==> src/rtl/alu_md.sv <==
`default_nettype none
// ============================================================================
// Module  : alu_md
// Purpose : Base ALU (single cycle) plus iterative RV32M-style multiply/divide
// Rev     : 1.0
// ============================================================================
module alu_md #(
    parameter int WIDTH = 32
) (
    input  logic             clk,
    input  logic             rst_n,
    input  logic             in_valid,
    output logic             in_ready,
    input  logic [4:0]       op,
    input  logic [WIDTH-1:0] a,
    input  logic [WIDTH-1:0] b,
    input  logic             kill,
    output logic             out_valid,
    input  logic             out_ready,
    output logic [WIDTH-1:0] result,
    output logic             zero,
    output logic             overflow,
    output logic             busy
);
    localparam int              CW      = $clog2(WIDTH) + 1;
    localparam logic [CW-1:0]   LAST    = CW'(WIDTH - 1);
    localparam logic [WIDTH-1:0] MIN_NEG = {1'b1, {(WIDTH-1){1'b0}}};

    typedef enum logic [2:0] {
        S_IDLE = 3'd0,
        S_MUL  = 3'd1,
        S_DIV  = 3'd2,
        S_FIX  = 3'd3,
        S_DONE = 3'd4
    } state_t;

    state_t                 state_q;
    logic [CW-1:0]          cnt_q;
    logic [2:0]             f3_q;
    logic [2*WIDTH-1:0]     prod_q;
    logic [WIDTH-1:0]       bm_q;
    logic [WIDTH:0]         rem_q;
    logic [WIDTH-1:0]       quo_q;
    logic                   neg_q;
    logic                   rneg_q;
    logic [WIDTH-1:0]       result_q;
    logic                   zero_q;
    logic                   ovf_q;

    logic                   accept;
    logic [2:0]             f3;
    logic [WIDTH-1:0]       add_s, sub_s, base_res, fast_res, fix_res;
    logic                   base_ovf;
    logic                   a_sgn, b_sgn, a_neg, b_neg, div_by0, div_ovf;
    logic [WIDTH-1:0]       a_mag, b_mag;
    logic [WIDTH:0]         mul_sum;
    logic [2*WIDTH-1:0]     prod_d, prod_fix;
    logic [WIDTH:0]         div_sh, rem_d;
    logic [WIDTH+1:0]       div_diff;
    logic [WIDTH-1:0]       quo_d, quo_fix, rem_fix;

    assign in_ready  = ((state_q == S_IDLE) || (state_q == S_DONE && out_ready)) && !kill;
    assign accept    = in_valid && in_ready;
    assign out_valid = (state_q == S_DONE);
    assign busy      = (state_q == S_MUL) || (state_q == S_DIV) || (state_q == S_FIX);
    assign result    = result_q;
    assign zero      = zero_q;
    assign overflow  = ovf_q;

    assign f3    = op[2:0];
    assign add_s = a + b;
    assign sub_s = a - b;

    always_comb begin
        base_res = '0;
        base_ovf = 1'b0;
        case (op[3:0])
            4'b0000: base_res = a & b;
            4'b0001: base_res = a | b;
            4'b0010: begin
                base_res = add_s;
                base_ovf = (a[WIDTH-1] == b[WIDTH-1]) && (add_s[WIDTH-1] != a[WIDTH-1]);
            end
            4'b0110: begin
                base_res = sub_s;
                base_ovf = (a[WIDTH-1] != b[WIDTH-1]) && (sub_s[WIDTH-1] != a[WIDTH-1]);
            end
            4'b0111: base_res = {{(WIDTH-1){1'b0}}, ($signed(a) < $signed(b))};
            4'b1100: base_res = ~(a | b);
            default: base_res = '0;
        endcase
    end

    // Signedness per operand: DIV/REM both signed; MULH both; MULHSU only a.
    assign a_sgn    = f3[2] ? ~f3[0] : ((f3 == 3'b001) || (f3 == 3'b010));
    assign b_sgn    = f3[2] ? ~f3[0] : (f3 == 3'b001);
    assign a_neg    = a_sgn & a[WIDTH-1];
    assign b_neg    = b_sgn & b[WIDTH-1];
    assign a_mag    = a_neg ? -a : a;
    assign b_mag    = b_neg ? -b : b;
    assign div_by0  = (b == '0);
    assign div_ovf  = ~f3[0] && (a == MIN_NEG) && (&b);
    assign fast_res = div_by0 ? (f3[1] ? a : '1) : (f3[1] ? '0 : a);

    assign mul_sum = {1'b0, prod_q[2*WIDTH-1:WIDTH]} + (prod_q[0] ? {1'b0, bm_q} : '0);
    assign prod_d  = {mul_sum, prod_q[WIDTH-1:1]};

    // rem_q[WIDTH] stays 0 in a restoring divider; folding it in keeps the sign test exact.
    assign div_sh   = {rem_q[WIDTH-1:0], quo_q[WIDTH-1]};
    assign div_diff = {rem_q[WIDTH], div_sh} - {2'b00, bm_q};
    assign rem_d    = div_diff[WIDTH+1] ? div_sh : div_diff[WIDTH:0];
    assign quo_d    = {quo_q[WIDTH-2:0], ~div_diff[WIDTH+1]};

    assign prod_fix = neg_q  ? -prod_q : prod_q;
    assign quo_fix  = neg_q  ? -quo_q  : quo_q;
    assign rem_fix  = rneg_q ? -rem_q[WIDTH-1:0] : rem_q[WIDTH-1:0];
    assign fix_res  = f3_q[2] ? (f3_q[1] ? rem_fix : quo_fix)
                              : ((f3_q == 3'b000) ? prod_fix[WIDTH-1:0] : prod_fix[2*WIDTH-1:WIDTH]);

    always_ff @(posedge clk or negedge rst_n) begin
        if (!rst_n) begin
            state_q  <= S_IDLE;
            cnt_q    <= '0;
            f3_q     <= '0;
            prod_q   <= '0;
            bm_q     <= '0;
            rem_q    <= '0;
            quo_q    <= '0;
            neg_q    <= 1'b0;
            rneg_q   <= 1'b0;
            result_q <= '0;
            zero_q   <= 1'b0;
            ovf_q    <= 1'b0;
        end else if (kill) begin
            state_q <= S_IDLE;
            cnt_q   <= '0;
        end else begin
            case (state_q)
                S_IDLE, S_DONE: begin
                    if (accept) begin
                        if (!op[4]) begin
                            result_q <= base_res;
                            zero_q   <= (base_res == '0);
                            ovf_q    <= base_ovf;
                            state_q  <= S_DONE;
                        end else if (f3[2] && (div_by0 || div_ovf)) begin
                            result_q <= fast_res;
                            zero_q   <= (fast_res == '0);
                            ovf_q    <= 1'b0;
                            state_q  <= S_DONE;
                        end else begin
                            f3_q   <= f3;
                            cnt_q  <= '0;
                            bm_q   <= b_mag;
                            neg_q  <= a_neg ^ b_neg;
                            rneg_q <= a_neg;
                            if (f3[2]) begin
                                rem_q   <= '0;
                                quo_q   <= a_mag;
                                state_q <= S_DIV;
                            end else begin
                                prod_q  <= {{WIDTH{1'b0}}, a_mag};
                                state_q <= S_MUL;
                            end
                        end
                    end else if (state_q == S_DONE && out_ready) begin
                        state_q <= S_IDLE;
                    end
                end
                S_MUL: begin
                    prod_q <= prod_d;
                    cnt_q  <= (cnt_q == LAST) ? '0 : cnt_q + 1'b1;
                    if (cnt_q == LAST) state_q <= S_FIX;
                end
                S_DIV: begin
                    rem_q <= rem_d;
                    quo_q <= quo_d;
                    cnt_q <= (cnt_q == LAST) ? '0 : cnt_q + 1'b1;
                    if (cnt_q == LAST) state_q <= S_FIX;
                end
                S_FIX: begin
                    result_q <= fix_res;
                    zero_q   <= (fix_res == '0);
                    ovf_q    <= 1'b0;
                    state_q  <= S_DONE;
                end
                default: state_q <= S_IDLE;
            endcase
        end
    end
endmodule
`default_nettype wire

==> config.mk <==
export PLATFORM = sky130hd
export DESIGN_NAME = alu_md
export DESIGN_NICKNAME = d
export VERILOG_FILES = /design/src/rtl/alu_md.sv
export SDC_FILE = /design/constraint.sdc
export NUM_CORES = 1
export LEC_CHECK = 0
export BUFFER_PORTS_ARGS = -buffer_cell sky130_fd_sc_hd__buf_2
export CAP_MARGIN = 15
export CORE_MARGIN = 5
export CORE_UTILIZATION = 45
export CTS_CLUSTER_SIZE = 30
export DETAILED_ROUTE_END_ITERATION = 7
export GPL_TIMING_DRIVEN = 0
export HOLD_SLACK_MARGIN = 0.12
export PLACE_DENSITY_LB_ADDON = 0.2
export SKIP_CTS_REPAIR_TIMING = 1
export SLEW_MARGIN = 20
export SYNTH_ARGS = -nofsm -noshare
export SYNTH_HDL_FRONTEND = slang
export SYNTH_SLANG_ARGS = --single-unit
==> constraint.sdc <==
create_clock -name clk -period 3.27 [get_ports clk]
set_input_delay 0.8175 -clock clk [delete_from_list [all_inputs] [get_ports clk]]
set_output_delay 0.8175 -clock clk [all_outputs]
set_load 0.02 [all_outputs]
# Word-level counts from Yosys, hierarchy flattened
# Cells that the tools add are included.
# W data, S select, Z words.
[word_totals]
register_bits = 209
inputBits = 74
output_inout_bits = 37
wordCells = 153
[classes]
n_addsub = 10
magnitude_cmp = 1
eq_ne = 28
n_mux = 58
n_bitwise = 10
n_reduce_logical = 34
[ops]
columns = ["cell", "n"]
rows = [
  ["$mux W32", 18],
  ["$mux W64", 5],
  ["$pmux W32 S6", 1],
  ["$mux W33", 5],
  ["$logic_not A32 Y1", 4],
  ["$neg A32 Y32", 4],
  ["$pmux W32 S2", 2],
  ["$pmux W64 S2", 1],
  ["$pmux W33 S2", 1],
  ["$neg A64 Y64", 1],
  ["$sub A34 B32 Y34", 1],
  ["$add A32 B32 Y33", 1],
  ["$add A32 B32 Y32", 1],
  ["$and A32 B32 Y32", 1],
  ["$eq A32 B32 Y1 const B", 1],
  ["$lt A32 B32 Y1", 1],
  ["$not A32 Y32", 1],
  ["$or A32 B32 Y32", 1],
  ["$reduce_and A32 Y1", 1],
  ["$sub A32 B32 Y32", 1],
  ["$mux W6", 5],
  ["$mux W3", 6],
  ["$ne A3 B3 Y1 const B", 4],
  ["$pmux W6 S2", 1],
  ["other kinds (33)", 73],
]

# Depth between registers and ports, before layout
[logic_depth]
ltp_word = 10
mapped_depth = 16
ltp_nobuf = 16

# Least setup slack after synthesis
# Ideal clock, no wire load.
[synth_path]
path_type = "input to register"
from = "in out_ready"
to = "reg zero_q, in the netlist zero"
setup_time_ns = 0.092
arrival_ns = 3.902
t_required_ns = 3.178
slack_ns = -0.724
path_stages = 12
path_cell_list = "inv_1 > a2111oi_0 > nand2_1 > a21oi_1 > a21oi_1 > o21ai_1 > o2111ai_1 > nor4_1 > nand4b_1 > nor4_1 > nand4_1 > o31ai_2"
[synth_via]
elab_chain_len = 6
[synth_rtl]
columns = ["item", "line", "source"]
rows = [
  ["start: declaration", "19", "input logic out_ready,"],
  ["$logic_and A1 B1 Y1", "62", "assign in_ready = ((state_q == S_IDLE) || (state_q == S_DONE && out_ready)) && !kill;"],
  ["$logic_or A1 B1 Y1", "62", ""],
  ["$logic_and A1 B1 Y1", "62", ""],
  ["net in_ready", "13", "output logic in_ready,"],
  ["$logic_and A1 B1 Y1", "63", "assign accept = in_valid && in_ready;"],
  ["$ne A2 B2 Y1 (no source line)", "--", ""],
  ["$reduce_and A4 Y1 (no source line)", "--", ""],
  ["end signal: assignment", "143", "zero_q <= (base_res == '0);"],
  ["end signal: assignment", "148", "zero_q <= (fast_res == '0);"],
  ["end signal: assignment", "183", "zero_q <= (fix_res == '0);"],
  ["end: declaration", "47", "logic zero_q;"],
]
# The timed path passes the listed nets, and every way through them passes these cells.
# A chain may end at the register's enable or synchronous reset.

# Final worst setup path
[layout_path]
from = "in a[1]"
to = "reg zero_q, in the netlist zero"
[layout_via]
elab_chain_len = 7
[layout_rtl]
columns = ["item", "line", "source"]
rows = [
  ["start: declaration", "15", "input logic [WIDTH-1:0] a,"],
  ["branches (longest 7 deep; another with $sub A32 B32 Y32)", "--", ""],
]
# Several ways; the timed one is not identified. The select of a mux whose other input is x is not followed.

==> flow_summary_export.csv <==
group,metric,value,unit
run_status,outcome,"finished with violations",
run_status,violations,"negative setup slack",
cells_and_area,fillCellCount,4796,
floorplanning,die_h,238,µm
power,power.static_leakage,12.7,nW
floorplanning,core_area,0.0515,mm²
drt,drc,0,
timing,tightestPinTransition,908,ps
drt,met1_length,45.8,mm
synth,synthesis.nets,3439,
worst_setup_path,start_kind,"primary input",
worst_setup_path,critPathArrivalTime,4450,ps
clocking,cts.clk_slew.worst_paths,70,ps
cells_and_area,drive_above_1_share,0.222,
drt,routed_wl,120,mm
synth,synth.avg_cell_area,7.37,µm²
synth,synthFlopType,"dfrtp_1",
placement,port_buffers,107,
timing,setup_tns,-23110,ps
worst_setup_path,rrSetupSlack,-660,ps
floorplanning,die_area,0.0568,mm²
drt,viasPerCell,6.65,
timing,hold_violations,0,
timing,slew-limit-headroom,0.388,
grt,grtUsageTotal,0.388,
worst_setup_path,cp.required,3740,ps
power,clkPwrFrac,0.139,
placement,gp_congestion,1.03,
grt,antenna_found_initial,5,
grt,grt_pass1_wl,167,mm
power,ir_worst_vdd,0.000466,V
worst_setup_path,reg2reg_to,"zero",
synth,async_flop_share,1.00,
synth,synth_top_area_cell,"dfrtp_1",
power,switching_share,0.516,
clocking,clockRootBuffer,"clkbuf_16",
power,total_power,20.4,mW
worst_setup_path,path_class,"primary input to flip-flop",
cells_and_area,multi_input_area,0.0190,mm²
cells_and_area,area_delta_synth_final,26.8,%
synth,synth_area,0.0235,mm²
timing,period_needed,3980,ps
timing,setup_ws,-706,ps
drt,top_layer,"met5",
grt,grt_pass1_vias,25200,
cells_and_area,regArea,0.00524,mm²
power,p_int,9.86,mW
worst_setup_path,r2r_cells,15,
floorplanning,io-pin-count,111,
timing,rsz0062_at_grt,"true",
timing,final.period_utilization,1.22,
clocking,cts_sinks,209,
drt,vias,27600,
grt,overflow,0,
timing,setup_violations,66,
floorplanning,num_rows,83,
drt,dr.first_iter.drc_count,3251,
synth,yosysSeqAreaShare,0.223,
clocking,cts_buffers,23,
timing,skew,26.6,ps
synth,synthCells,3182,
min_path,hold_path.class,"primary input to asynchronous set/reset pin",
drt,met3_length,11.0,mm
floorplanning,fp.dieW,238,µm
power,comb_power_share,0.613,
worst_setup_path,worstSetupEndpointType,"flip-flop",
drt,wl_per_cell,28.8,µm
drt,first_pass_iters,6,
cells_and_area,nNetsFinal,3712,
clocking,cts.path.max_buffers,3,
timing,fmax,252,MHz
floorplanning,initial_core_util,0.455,
worst_setup_path,crit_fanout,3,
timing,maxSlewViolCount,0,
synth,yosys_warnings,0,
power,power.density,685,mW/mm²
synth,ys_seq_elements,209,
clocking,htreeDepth,1,
drt,ant_nets,0,
synth,synthDistinctLibCells,91,
job,drv_cap,0,
grt,grt_start_max_net_pins,100,
synth,yosys-top-cells-area,"dfrtp_1 22%, ha_1 9.6%, a21oi_1 6.3%",
placement,hpwl,93.8,mm
drt,route.met2.wl,53.2,mm
worst_setup_path,rr_startpoint,"prod_q[5]",
clocking,worstSkewPairLatency,560,ps
power,pwr-share-seq,0.248,
synth,synth_top_area_share,0.223,
synth,synth_edf_count,0,
clocking,cts_tree,"yes",
power,p_sw,10.5,mW
## state kept, by name, summed over array words and instances, names as in the netlist
signal / cells
prod_q: 64
bm_q: 32
zero: 1
cnt_q: 6
neg_q: 1
state_q: 3
rneg_q: 1
result: 32
rem_q: 33
f3_q: 3
overflow: 1
quo_q: 32
## synth_stat cells (59+ instances only)
library cell and n:
clkbuf_1 153, ha_1 179, o21ai_0 286, inv_1 158, a21oi_1 297, nand2_1 322
nor3_1 70, nor2_1 349, o31ai_1 59, dfrtp_1 209, xor2_1 89, xnor2_1 135
## how the worst max path moves through the flow
stage	startpoint	to	slack, ps	depth (start not counted)
6_report	a[1]	zero	-710	15
5_1_grt	a[1]	zero	-790	15
3_3_place_gp	op[1]	result[23]	-2790	10
2_1_floorplan	b[1]	zero	-310	14
4_1_cts	b[11]	zero	-1580	16
3_5_place_dp	b[11]	zero	-2160	16
## power by group through the flow
stage          clock [mW]  combinational, mW  sequential [mW]
6_report             2.83               12.5             5.06
5_1_grt              2.95               13.2             5.10
4_1_cts              2.85               10.2             4.88
3_5_place_dp            0               10.2             4.91
3_3_place_gp            0               10.0             4.87
2_1_floorplan           0               6.78             4.52
## worst max-delay path, stage by stage
cell and delay [ps]:
buf_12 80, clkinvlp_4 120, ha_4 260, or2_4 280
a211oi_4 300, o211ai_1 190, or4_4 570, a31o_4 270
a41oi_4 220, nand3_1 140, nor4_2 320, nand4b_1 200
nor4_2 290, nand4_1 160, o31ai_2 230
## kinds of logic after synthesis
family,share of synthesized area
AND/OR/NAND/NOR,0.216
buffers and inverters,0.0578
flip-flops,0.223
multiplexers,0.0229
XOR/XNOR,0.0837
adder cells (fa/ha/maj),0.0989
AO/OA/AOI/OAI,0.297
## placed cells by master, fill, tap and decap left out, types with 43 or more instances in the layout
cell      count
a21oi_1     255
buf_2        85
dfrtp_1     202
ha_1        149
o31ai_1      50
buf_6        43
inv_1       122
nor2_1      331
clkbuf_1     95
nand3_1      51
nor3_1       62
o21ai_0     211
xor2_1       89
buf_4       130
xnor2_1     129
nand2_1     300
o21ai_1      54
a21o_1       43
## stage by stage
step | area (µm²) | setup WS [ps] | hold slack [ps] | instances | util
floorplan | 23700 | -313 | 437 | 3182 | -
global placement | 25100 | -2790 | 459 | 3969 | 0.488
detailed placement | 25200 | -2160 | 458 | 3974 | 0.490
CTS | 26000 | -1580 | 134 | 4016 | 0.506
global route | 29700 | -790 | 154 | 4152 | 0.577
finish | 29700 | -706 | 141 | 4153 | 0.577
## per-layer routing
metal,vias up,global-route usage
met3,457,0.0685
met2,1777,0.628
met5,-,0
met1,13300,0.492
li1,12100,-
met4,4,0.211
## cell type report
type / instances / share of cell area
flip-flops and latches: 209 / 0.176
repair buffers: 256 / 0.0720
clock buffers: 28 / 0.0213
inverters: 159 / 0.0225
multi-input cells: 2623 / 0.640
well taps: 680 / 0.0286
clock inverters: 14 / 0.00598
diodes: 1 / 0.0000842
plain buffers: 183 / 0.0334
No activity file was read; power rests on OpenSTA's default activity.
